`config.mk`:
```
export PLATFORM = sky130hd
export DESIGN_NAME = dial_digit_sequencer
export DESIGN_NICKNAME = d
export VERILOG_FILES = /design/src/rtl/dial_pkg.sv /design/src/rtl/dial_timer.sv /design/src/rtl/dial_digit_sequencer.sv
export SDC_FILE = /design/constraint.sdc
export NUM_CORES = 1
export LEC_CHECK = 0
export CORE_MARGIN = 5
export CORE_UTILIZATION = 40
export DETAILED_ROUTE_END_ITERATION = 6
export PLACE_DENSITY_LB_ADDON = 0.08
export SLEW_MARGIN = 10
export SYNTH_ARGS = -nofsm -noshare
export SYNTH_HDL_FRONTEND = slang
export SYNTH_SLANG_ARGS = --single-unit
```
`constraint.sdc`:
```
create_clock -name CLK -period 2.61 [get_ports CLK]
set_clock_uncertainty 0.1 [all_clocks]
set_input_delay 0.522 -clock CLK [delete_from_list [all_inputs] [get_ports CLK]]
set_output_delay 0.522 -clock CLK [all_outputs]
set_load 0.01 [all_outputs]
```
`src/rtl/dial_pkg.sv`:
```
// Shared command codes, FSM state type and helpers for the dial digit sequencer.
// The optional abort command is enabled by defining DIAL_ABORT_EN.
package dial_pkg;

  localparam logic [7:0] CMD_COMMIT = 8'hFF;
  localparam logic [7:0] CMD_ABORT  = 8'hFE;
  localparam logic [7:0] DIGIT_MAX  = 8'h09;

  typedef enum logic [1:0] {
    IDLE = 2'd0,
    HOLD = 2'd1,
    GAP  = 2'd2
  } dial_state_t;

  function automatic int unsigned max_u(input int unsigned a, input int unsigned b);
    return (a > b) ? a : b;
  endfunction

endpackage

```
`src/rtl/dial_timer.sv`:
```
// Loadable down-counter with a zero flag; shared by the HOLD and GAP phases.
module dial_timer #(
  parameter int unsigned W = 2
) (
  input  logic         clk,
  input  logic         rst_n,
  input  logic         load_i,
  input  logic [W-1:0] load_val_i,
  output logic         zero_o
);

  logic [W-1:0] cnt_q;

  // Load has priority; otherwise count down and park at zero.
  always_ff @(posedge clk or negedge rst_n) begin
    if (!rst_n) begin
      cnt_q <= '0;
    end else if (load_i) begin
      cnt_q <= load_val_i;
    end else if (cnt_q != '0) begin
      cnt_q <= cnt_q - W'(1);
    end
  end

  assign zero_o = (cnt_q == '0);

endmodule

```
`src/rtl/dial_digit_sequencer.sv`:
```
// Buffers digits written over the IOBUS and plays them out to the Arduino
// dialer with fixed hold/gap timing. Define DIAL_ABORT_EN to accept the
// abort command (0xFE) in any state.
module dial_digit_sequencer
  import dial_pkg::*;
#(
  parameter int unsigned DEPTH       = 10,
  parameter int unsigned HOLD_CYCLES = 5_000_000,
  parameter int unsigned GAP_CYCLES  = 5_000_000
) (
  input  logic       CLK,
  input  logic       RST_N,
  input  logic       WR,
  input  logic [7:0] WR_DATA,
  output logic [3:0] NUM_OUT,
  output logic       EN_OUT,
  output logic       BUSY,
  output logic [3:0] COUNT,
  output logic       DROPPED,
  output logic       DONE
);

  localparam int unsigned MAXC    = max_u(HOLD_CYCLES, GAP_CYCLES);
  localparam int unsigned TW      = (MAXC > 1) ? $clog2(MAXC) : 1;
  localparam logic [TW-1:0] HOLD_LD = TW'(HOLD_CYCLES - 1);
  localparam logic [TW-1:0] GAP_LD  = TW'(GAP_CYCLES - 1);
  localparam logic [3:0]    LAST_SLOT = 4'(DEPTH - 1);

  dial_state_t state_q;
  logic [3:0]  rd_idx_q;
  logic [3:0]  count_q;
  logic [3:0]  num_q;
  logic        en_q;
  logic        busy_q;
  logic        dropped_q;
  logic        done_q;
  logic [3:0]  digits_q [DEPTH];

  logic          is_digit_c, is_commit_c, abort_c;
  logic          push_c, start_c, reject_c, last_c;
  logic [3:0]    first_digit_c;
  logic          tmr_load_c, tmr_zero_c;
  logic [TW-1:0] tmr_val_c;

  // Write decode, accept/reject decisions and timer load control.
  always_comb begin
    is_digit_c  = WR && (WR_DATA <= DIGIT_MAX);
    is_commit_c = WR && (WR_DATA == CMD_COMMIT);
`ifdef DIAL_ABORT_EN
    abort_c     = WR && (WR_DATA == CMD_ABORT);
`else
    abort_c     = 1'b0;
`endif
    push_c   = (state_q == IDLE) && is_digit_c;
    start_c  = (state_q == IDLE) &&
               ((is_digit_c && (count_q == LAST_SLOT)) ||
                (is_commit_c && (count_q != 4'd0)));
    reject_c = WR && !abort_c &&
               ((state_q != IDLE) || !(is_digit_c || is_commit_c));
    last_c   = (rd_idx_q == (count_q - 4'd1));
    // An auto-dial from an empty buffer plays the digit being written now.
    first_digit_c = (count_q == 4'd0) ? WR_DATA[3:0] : digits_q[0];

    tmr_load_c = 1'b0;
    tmr_val_c  = HOLD_LD;
    if (start_c) begin
      tmr_load_c = 1'b1;
    end else if ((state_q == HOLD) && tmr_zero_c) begin
      tmr_load_c = 1'b1;
      tmr_val_c  = GAP_LD;
    end else if ((state_q == GAP) && tmr_zero_c && !last_c) begin
      tmr_load_c = 1'b1;
    end
  end

  dial_timer #(.W(TW)) u_timer (
    .clk        (CLK),
    .rst_n      (RST_N),
    .load_i     (tmr_load_c),
    .load_val_i (tmr_val_c),
    .zero_o     (tmr_zero_c)
  );

  // Digit storage; contents are only meaningful below count_q.
  always_ff @(posedge CLK) begin
    if (push_c) begin
      digits_q[count_q] <= WR_DATA[3:0];
    end
  end

  // Dial sequencing FSM with registered outputs.
  always_ff @(posedge CLK or negedge RST_N) begin
    if (!RST_N) begin
      state_q   <= IDLE;
      rd_idx_q  <= 4'd0;
      count_q   <= 4'd0;
      num_q     <= 4'd0;
      en_q      <= 1'b0;
      busy_q    <= 1'b0;
      dropped_q <= 1'b0;
      done_q    <= 1'b0;
    end else begin
      done_q <= 1'b0;
      if (abort_c) begin
        state_q   <= IDLE;
        rd_idx_q  <= 4'd0;
        count_q   <= 4'd0;
        num_q     <= 4'd0;
        en_q      <= 1'b0;
        busy_q    <= 1'b0;
        dropped_q <= 1'b0;
      end else begin
        if (reject_c) begin
          dropped_q <= 1'b1;
        end
        case (state_q)
          IDLE: begin
            if (push_c) begin
              count_q <= count_q + 4'd1;
            end
            if (start_c) begin
              state_q   <= HOLD;
              rd_idx_q  <= 4'd0;
              num_q     <= first_digit_c;
              en_q      <= 1'b1;
              busy_q    <= 1'b1;
              dropped_q <= 1'b0;
            end
          end
          HOLD: begin
            if (tmr_zero_c) begin
              state_q <= GAP;
              num_q   <= 4'd0;
              en_q    <= 1'b0;
            end
          end
          GAP: begin
            if (tmr_zero_c) begin
              if (last_c) begin
                state_q  <= IDLE;
                rd_idx_q <= 4'd0;
                count_q  <= 4'd0;
                busy_q   <= 1'b0;
                done_q   <= 1'b1;
              end else begin
                state_q  <= HOLD;
                rd_idx_q <= rd_idx_q + 4'd1;
                num_q    <= digits_q[rd_idx_q + 4'd1];
                en_q     <= 1'b1;
              end
            end
          end
          default: state_q <= IDLE;
        endcase
      end
    end
  end

  assign NUM_OUT = num_q;
  assign EN_OUT  = en_q;
  assign BUSY    = busy_q;
  assign COUNT   = count_q;
  assign DROPPED = dropped_q;
  assign DONE    = done_q;

endmodule

```
After elaboration in Yosys (flattened, before gate mapping)
Memory sizes are Yosys's and may differ from the RTL's.
Index checks and enable logic that the tools add are counted.
{"block": "totals", "ff_bits": 41, "mem_bits_rw": 40, "output_inout_bits": 12, "word_cells": 95, "memories": 1}
{"memory": "digits_q", "words": 10, "word_bits": 4, "rd": 2, "rd_clocked_by_memory_dff": 0, "wr": 1, "line": "dial_digit_sequencer.sv:37", "text": "logic [3:0] digits_q [DEPTH];"}
{"block": "op_classes", "n_addsub": 4, "magnitude_cmp": 1, "n_eq_ne": 11, "muxes": 40, "reduce_logical": 29}
{"op": "$mux W23", "count": 2}
{"op": "$mux W4", "count": 11}
{"op": "$logic_not A23 Y1", "count": 1}
{"op": "$reduce_bool A23 Y1", "count": 1}
{"op": "$sub A23 B1 Y23 const B", "count": 1}
{"op": "$mux W1", "count": 18}
{"op": "$pmux W4 S2", "count": 2}
{"op": "$ne A2 B2 Y1 const B", "count": 6}
{"op": "$pmux W4 S3", "count": 1}
{"op": "$logic_and A1 B1 Y1", "count": 10}
{"op": "$add A4 B1 Y4 const B", "count": 2}
{"op": "$eq A8 B8 Y1 const B", "count": 1}
{"op": "$le A8 B4 Y1 const B", "count": 1}
{"op": "$reduce_and A4 Y1", "count": 2}
{"op": "$mux W2", "count": 3}
{"op": "$pmux W2 S3", "count": 1}
{"op": "$reduce_and A3 Y1", "count": 2}
{"op": "$reduce_bool A2 Y1", "count": 3}
{"op": "$reduce_and A5 Y1", "count": 1}
{"op": "$eq A4 B4 Y1", "count": 1}
{"op": "$eq A4 B4 Y1 const B", "count": 1}
{"op": "$logic_not A4 Y1", "count": 1}
{"op": "$reduce_bool A4 Y1", "count": 1}
{"op": "$sub A4 B1 Y4 const B", "count": 1}
{"op": "other kinds (8)", "count": 11}

Longest topological paths before layout
{"block": "logic_depth", "ltp_word": 9, "depth_mapped": 9, "mapped_depth_nobuf": 7}

Hierarchy
Synthesis repeated with hierarchy kept, for this count alone.
{"block": "hier_totals", "cells_unflattened": 356, "hier_area_um2": 4291.6}
{"module": "dial_digit_sequencer", "instances": 1, "cells_each": 219, "area_per_inst_um2": 2986.6}
{"module": "dial_timer", "instances": 1, "cells_each": 137, "area_per_inst_um2": 1305.0}

Worst setup path after synthesis
No wires, ideal clock.
{"block": "synth_path", "path_kind": "register -> register", "from": "register count_q[0], in the netlist COUNT[0]", "to": "register rd_idx_q[3]", "setup_ns": 0.126, "arrival_time_ns": 2.352, "required_time_ns": 2.384, "setup_slack_ns": 0.032, "stages_incl_launch_ff": 8, "synth_period_minus_slack_ns": 2.578, "path_cell_list": "dfrtp_1 -> inv_1 -> ha_1 -> nor3b_2 -> or4_1 -> nand3_1 -> o211ai_1 -> a221o_1"}
{"block": "synth_between", "elab_chain_cells": 6, "word_cells_on_any_way": 13}
{"item": "start, declared", "line": "dial_digit_sequencer.sv:31", "text": "logic [3:0] count_q;"}
{"item": "start signal, assigned", "line": "dial_digit_sequencer.sv:119", "text": "count_q <= count_q + 4'd1;"}
{"item": "branches (longest 6 deep; another with $sub A4 B1 Y4)"}
{"item": "end signal, assigned", "line": "dial_digit_sequencer.sv:147", "text": "rd_idx_q <= rd_idx_q + 4'd1;"}
{"item": "end, declared", "line": "dial_digit_sequencer.sv:30", "text": "logic [3:0] rd_idx_q;"}
Parallel ways; which one is timed is not known. The select of a mux whose other input is x is not followed.
A chain may end at the register's enable or synchronous reset.

Worst setup path after layout
{"block": "layout_path", "from": "register u_timer.cnt_q[13]", "to": "register u_timer.cnt_q[21]"}
{"block": "layout_between", "elab_chain_cells": 7, "word_cells_on_any_way": 12}
{"item": "start, declared", "line": "dial_timer.sv:12", "text": "logic [W-1:0] cnt_q;"}
{"item": "start signal, assigned", "line": "dial_timer.sv:19", "text": "cnt_q <= load_val_i;"}
{"item": "start signal, assigned", "line": "dial_timer.sv:21", "text": "cnt_q <= cnt_q - W'(1);"}
{"item": "branches (longest 7 deep; another with $sub A23 B1 Y23)"}
Parallel ways; which one is timed is not known. The select of a mux whose other input is x is not followed.

==> impl_results.md <==
* Status: complete, no violations
* CP endpoint kind: register
* Post-synth EDFFs at 40
* Post-layout nets at 445
* Max-cap viol count at 0
* Cells after Synth at 350
* Clock network power share at 0.434
* Slew Viols, Final at 0
* Area share of the largest cell type after synthesis at 0.284
* Post-route minimum period at 2510 ps
* Count leader, synth: dfrtp_1
* Initial antenna violation count at 0
* Die width at 113 um
* Ys Warns at 0
* Most frequent cells after synthesis: 41 x dfrtp_1, 40 x edfxtp_1, 19 x nand3_1, 17 x nor3_1, 14 x mux2i_1
* Post-synth net total at 372
* IO buf count at 22
* Synth Cell Area at 4230 sq um
* N_diodes at 0
* Total number of vias at 3128
* Largest net degree at the start of global routing at 36
* P_sw at 551 uW
* WL/cell at 18.2 um
* Synth-to-layout area growth at 24.6%
* CTS Sinks at 81
* Gpl congestion at 0.835
* CTS clk-pin slew, worst paths at 90 ps
* Yosys cell types at 55
* DP HPWL at 7.64 mm
* Fmax at 398 MHz
* Grt total ovfl at 0
* Drc violations at 0
* Vias in the first global route at 3066
* Share of layout cells above drive strength 1 at 0.248
* Tcrit/Tclk final at 0.963
* Critical Path Fanout Max at 7
* Routed wl met3 at 375 um
* Seq pwr share at 0.541
* Max clock buf depth at 2
* Internal power at 1930 uW
* Slowest cell on the critical path: or4_1
* Routed Antenna Nets at 0
* Startpoint types: register
* Metal2 WL at 4.39 mm
* Most frequent cell on the critical path: or4_1
* Critical Path RT at 2770 ps
* Combinational Power Share at 0.025
* Drt first pass iters at 4
* DRT met1 WL at 5.45 mm
* Clock Latency Late Sink at 350 ps
* Leading area contributor after synthesis: edfxtp_1
* Largest cells by area after synthesis: edfxtp_1 28%, dfrtp_1 24%, mux4_2 4.3%
* WP data arrival at 2670 ps
* Die H at 113 um
* TritonCTS clock tree: built
* Global-route wire length before repair at 17.0 mm
* Hold slack final at 411 ps
* Top_reg_cell synth: dfrtp_1
* Tot GR Track Use at 0.169
* Yosys reg bits at 81
* Power, Total at 2480 uW
* CTS Buf Count at 9
* Sw Share at 0.222
* Final hold vios at 0
* Placement row count at 37
* Tightest Pin Transition at 702 ps
* I/O pins at 23
* Vias per cell at 5.55
* Syn Area/Cell at 12.1 sq um
* Post-synth ARST share at 0.506
* VDD IR max at 0.000322 V
* Pwr per Cell Area at 470 nW/um^2
* DR top layer: met4
* Critical path type: register to register
* Max-slew headroom at 0.528
* CTS H-tree lvls at 3
* Die area at 12700 sq um
* Leak Pwr at 0.00192 uW
* Worst Hold Class: primary input to async pin
* CP peak stage delay at 590 ps
* WL final at 10.3 mm
* Final Setup Violations at 0
* Initial core utilization at 0.410
* CTS root buf: clkbuf_8
* CORE AREA at 10300 sq um
* CP Cell Sequence: or4_4 -> or4_1 -> or4_1 -> a211oi_1
* Post-synthesis sequential area ratio at 0.526
* DR iter-0 viols at 211
## critical path, delay by kind of cell (launching register included)
family / cells / cell delay [ps]
AO/OA/AOI/OAI: 1 / 240
flip-flops: 1 / 390
AND/OR/NAND/NOR: 3 / 1690
## final cells by class
class | count | area, sq um
fill | 930 | 5050
inverter | 13 | 48.8
sequential | 81 | 2230
multi-input combinational | 238 | 1910
tap | 136 | 170
clock inverter | 7 | 109
timing repair buffer | 80 | 682
clock buffer | 9 | 124
## flip-flops by register name, indices dropped and copies added (netlist names)
signal,flops
COUNT,4
state_q,2
u_timer.cnt_q,23
DROPPED,1
BUSY,1
EN_OUT,1
DONE,1
rd_idx_q,4
NUM_OUT,4
digits_q,40
## through the flow
| stage | setup TNS [ps] | cells | util | setup slack, ps | cell area (sq um) |
|---|---|---|---|---|---|
| after floorplan | 0 | 350 | - | 32.4 | 4230 |
| after global placement | -2230 | 545 | 0.480 | -159 | 4960 |
| after detailed placement | -2390 | 545 | 0.480 | -148 | 4960 |
| after CTS | 0 | 562 | 0.505 | 38.5 | 5220 |
| after global routing | -10.4 | 564 | 0.510 | -7.69 | 5270 |
| final | 0 | 564 | 0.510 | 96.6 | 5270 |
## cells by family after synthesis
logic type | count (synthesis) | synth area share
and+or+nand+nor | 116 | 0.163
DFF | 81 | 0.526
AOI/OAI and AO/OA | 64 | 0.112
buffers and inverters | 31 | 0.0308
muxes | 28 | 0.0917
xor gates and xnor gates | 19 | 0.0429
adders and majority gates | 11 | 0.0325
## path summary, 6_finish.rpt
path / cells after the start / from / end / slack, ps
min: 2 / RST_N / NUM_OUT[1] / 410
max in group asynchronous: 3 / RST_N / u_timer.cnt_q[22] / 1310
min in group CLK: 1 / EN_OUT / EN_OUT / 410
max reg2reg: 4 / u_timer.cnt_q[13] / u_timer.cnt_q[21] / 100
min reg2reg: 1 / EN_OUT / EN_OUT / 410
max: 4 / u_timer.cnt_q[13] / u_timer.cnt_q[21] / 100
## cell usage in the layout (no fill, tap or decap), drive strengths merged, types with 9 or more instances in the layout
master         Yosys  layout
a21oi              9       9
buf                9      58
clkbuf             9       9
clkdlybuf4s50      0      21
dfrtp             41      41
edfxtp            40      40
ha                11      11
inv               13      17
mux2i             14      14
nand3             19      19
nor2               9       9
nor3              17      17
o21ai             11      11
o31ai             11      11
or2                9       9
or4               10      10
xnor2             12      12
## layer usage
layer | global-route usage | up-vias
li1 | - | 1500
met1 | 0.267 | 1566
met2 | 0.242 | 58
met3 | 0.0358 | 4
met4 | 0.0288 | 0
met5 | 0 | -
## power groups by stage
stage,registers (uW),clock network (uW),logic [uW]
final,1340,1080,62.8
after global routing,1340,1150,70.2
after CTS,1340,1100,64.0
after detailed placement,1370,0,62.6
after global placement,1370,0,61.6
after floorplan,1370,0,4.43
## timing repair
action	in CTS	in global routing
hold buffers	1	0
hold endpoints to repair	6	0
pin swaps	0	4
buffers inserted	0	2
resized for setup	3	6
setup endpoints to repair	26	8
No activity file was read; power rests on OpenSTA's default activity.
==> patch 1, RTL diff (same flow settings) <==
The option `DIAL_ABORT_EN` is turned on by a define.
--- a/src/rtl/dial_digit_sequencer.sv
+++ b/src/rtl/dial_digit_sequencer.sv
@@ -2,4 +2,6 @@
 // dialer with fixed hold/gap timing. Define DIAL_ABORT_EN to accept the
 // abort command (0xFE) in any state.
+`define DIAL_ABORT_EN
+
 module dial_digit_sequencer
   import dial_pkg::*;
Check against the original RTL: not equivalent (a bounded check fails within 4 cycles, from zero or initial values and one cycle with RST_N low).
==> patch 1 against the unedited design <==
Wire length is 2.7% higher; maximum frequency is 7.2% higher; die area is 1.6% higher; synthesized cell count is 4.6% higher; setup slack better by 0.17 ns; non-clock buffer count is 10 lower; sequential cell count stayed put; sequential share of layout area is 0.68 points higher; critical path type unchanged; synthesized area is 1.8% higher; cell count is 1.6% higher; count of clock-buffer cells in the layout is 1 higher; design area is 1.6% lower.
Power is not compared: it rests on default switching activity, and its combinational part moved more than twofold at a synthesized area within 25%.
==> patch 1: results (changes against the unedited design) <==
Max-slew headroom = 36.68% (-16 points)
Crit path time final = 2.346 ns (-0.1678 ns)
Placed Cells = 557 (+2.2%)
Crit-path slowest cell = nor4_1
Outcome = complete, no violations
Clk_lat worst skew = 0.37 ns (+0.02 ns)
HPWL Detailed = 7877 um (+3.1%)
Mapped Cells = 366 (+4.6%)
CP peak stage delay = 0.54 ns (-0.05 ns)
Sequential area share after synthesis = 51.73% (-0.92 points)
Final wirelength = 10550 um (+2.7%)
Seq Cell Count = 81 (unchanged)
Layout area overhead = 20.46%
CLK BUF = 10 (+1)
Signal inverters = 16 (+3)
FF-to-FF path depth = 5 (+1)
Non-CTS buffers = 70 (-13%)
Area of the multi-input gates = 0.001953 mm2 (+2.3%)
Synth cell count leaders = dfrtp_1 (41), edfxtp_1 (40), nor3_1 (18)
Library cells used by synthesis = 57 (+3.6%)
Syn Nets = 388 (+4.3%)
Critical path arrival = 2.51 ns (-0.16 ns)
Finished Cell Area = 0.005186 mm2 (-1.6%)
R2R Setup Slk = 0.26 ns (+0.17 ns)
Overall routing resource usage = 17.46% (+0.52 points)
Placed inst area = 0.004999 mm2 (+0.78%)
[patch 1: worst max-delay path: cells and delay by family, from the launching register on]
kind	cells	cell delay [ns]
simple gates	3	1.12
compound gates	2	0.58
flops	1	0.44
[patch 1: kinds of logic after synthesis]
| logic type | after synthesis | share of synthesized area, % |
|---|---|---|
| multiplexers | 25 | 8.282 |
| AO/OA/AOI/OAI | 74 | 11.97 |
| XOR/XNOR | 21 | 4.621 |
| buffers and inverters | 31 | 3.022 |
| flip-flops | 81 | 51.73 |
| AND/OR/NAND/NOR | 123 | 17.18 |
| adder cells (fa/ha/maj) | 11 | 3.197 |
[patch 1: layer usage]
layer	GRT usage [%]	routed length [um]	share of wire (%)	vias up
met3	3.660	400	3.8	12
met2	24.15	4516	43	51
met4	5.849	149	1.4	0
met5	0	0	0	-
met1	26.98	5480	52	1586
li1	-	-	-	1555
==> patch 2, RTL diff (config.mk and constraints unchanged) <==
Without the edit above. Register the output `NUM_OUT` once more, with the module's reset; this adds one clock of latency there. The other outputs are not delayed to match.
--- a/src/rtl/dial_digit_sequencer.sv
+++ b/src/rtl/dial_digit_sequencer.sv
@@ -157,5 +157,11 @@
   end
 
-  assign NUM_OUT = num_q;
+  always_ff @(posedge CLK or negedge RST_N) begin
+    if (!RST_N) begin
+      NUM_OUT <= '0;
+    end else begin
+      NUM_OUT <= num_q;
+    end
+  end
   assign EN_OUT  = en_q;
   assign BUSY    = busy_q;
Formal check against the unedited RTL: not equivalent (Yosys sat finds a counterexample within 4 cycles, from zero or initial values and one cycle with RST_N low).
==> patch 2 against the unedited design <==
Wire length shrank 0.25%; global-route usage down 0.26 points; sequential cell count is 4 higher; cell count is 1.1% higher; critical path depth increased by 3; setup slack about the same; critical path type is now in2reg; synthesized area up 1.1%; design area is 0.52% higher.
Power is not compared: it rests on default switching activity, and its combinational part moved more than twofold at a synthesized area within 25%.
==> patch 2: results (changes against the unedited design) <==
Synth cell count leaders = dfrtp_1 (45), edfxtp_1 (40), nor2_1 (23)
Post-Layout Cell Count = 570 (+1.1%)
Detailed-route via count = 3137 (+0.29%)
Pre-CTS setup slack = -0.4403 ns (-0.2928 ns)
Hold WS = 0.05475 ns (-0.3567 ns)
Crit-path max FO = 4 (-3)
Gp weighted congestion = 0.8091 (-3.1%)
Final Net Count = 451 (+1.3%)
Max-slew headroom = 56.86% (+4.1 points)
Iteration-0 DRC Markers = 175 (-17%)
Final wirelength = 10240 um (-0.25%)
Critical path arrival = 2.66 ns (about the same)
M1 WL = 5091 um (-6.5%)
HPWL Detailed = 7544 um (-1.2%)
Layout cell share with drive strength beyond 1 = 25.81% (+1.0 points)
R2R Setup Slk = 0.14 ns (+0.04 ns)
Library cells used by synthesis = 60 (+9.1%)
Storage cell area = 0.002327 mm2 (+4.5%)
Routed met2 length = 4529 um (+3.1%)
Outcome = complete, no violations
M2 GR Usage = 23.74% (-0.43 points)
Crit path from = WR_DATA[1]
Grt met3 use = 3.236% (-0.35 points)
Placed inst area = 0.005020 mm2 (+1.2%)
Met1 Usage GRT = 25.49% (-1.2 points)
==> patch 2: cells by family (layout without fill, tap and decap cells) <==
group	count (synthesis)	in the layout	synth area share [%]
compound gates	66	66	10.80
xor+xnor	19	19	4.243
fa+ha+maj	11	11	3.219
buf+inv	25	106	2.575
flops	85	85	54.43
mux	29	29	9.277
simple gates	118	118	15.45
==> patch 2: repair_timing <==
| item | in CTS | in global routing |
|---|---|---|
| endpoints found under the setup margin | 22 | 41 |
| setup buffers | 0 | 0 |
| pin swaps | 0 | 4 |
| gates resized for setup | 5 | 19 |
==> patch 2: final cells by class <==
cell class / instances / share of cell area, %
Clock inverter: 6 / 0.8503
Clock buffer: 10 / 2.598
Timing Repair Buffer: 79 / 12.68
Multi-Input combinational cell: 243 / 35.95
Inverter: 11 / 0.7794
Sequential cell: 85 / 43.93
Tap cell: 136 / 3.212
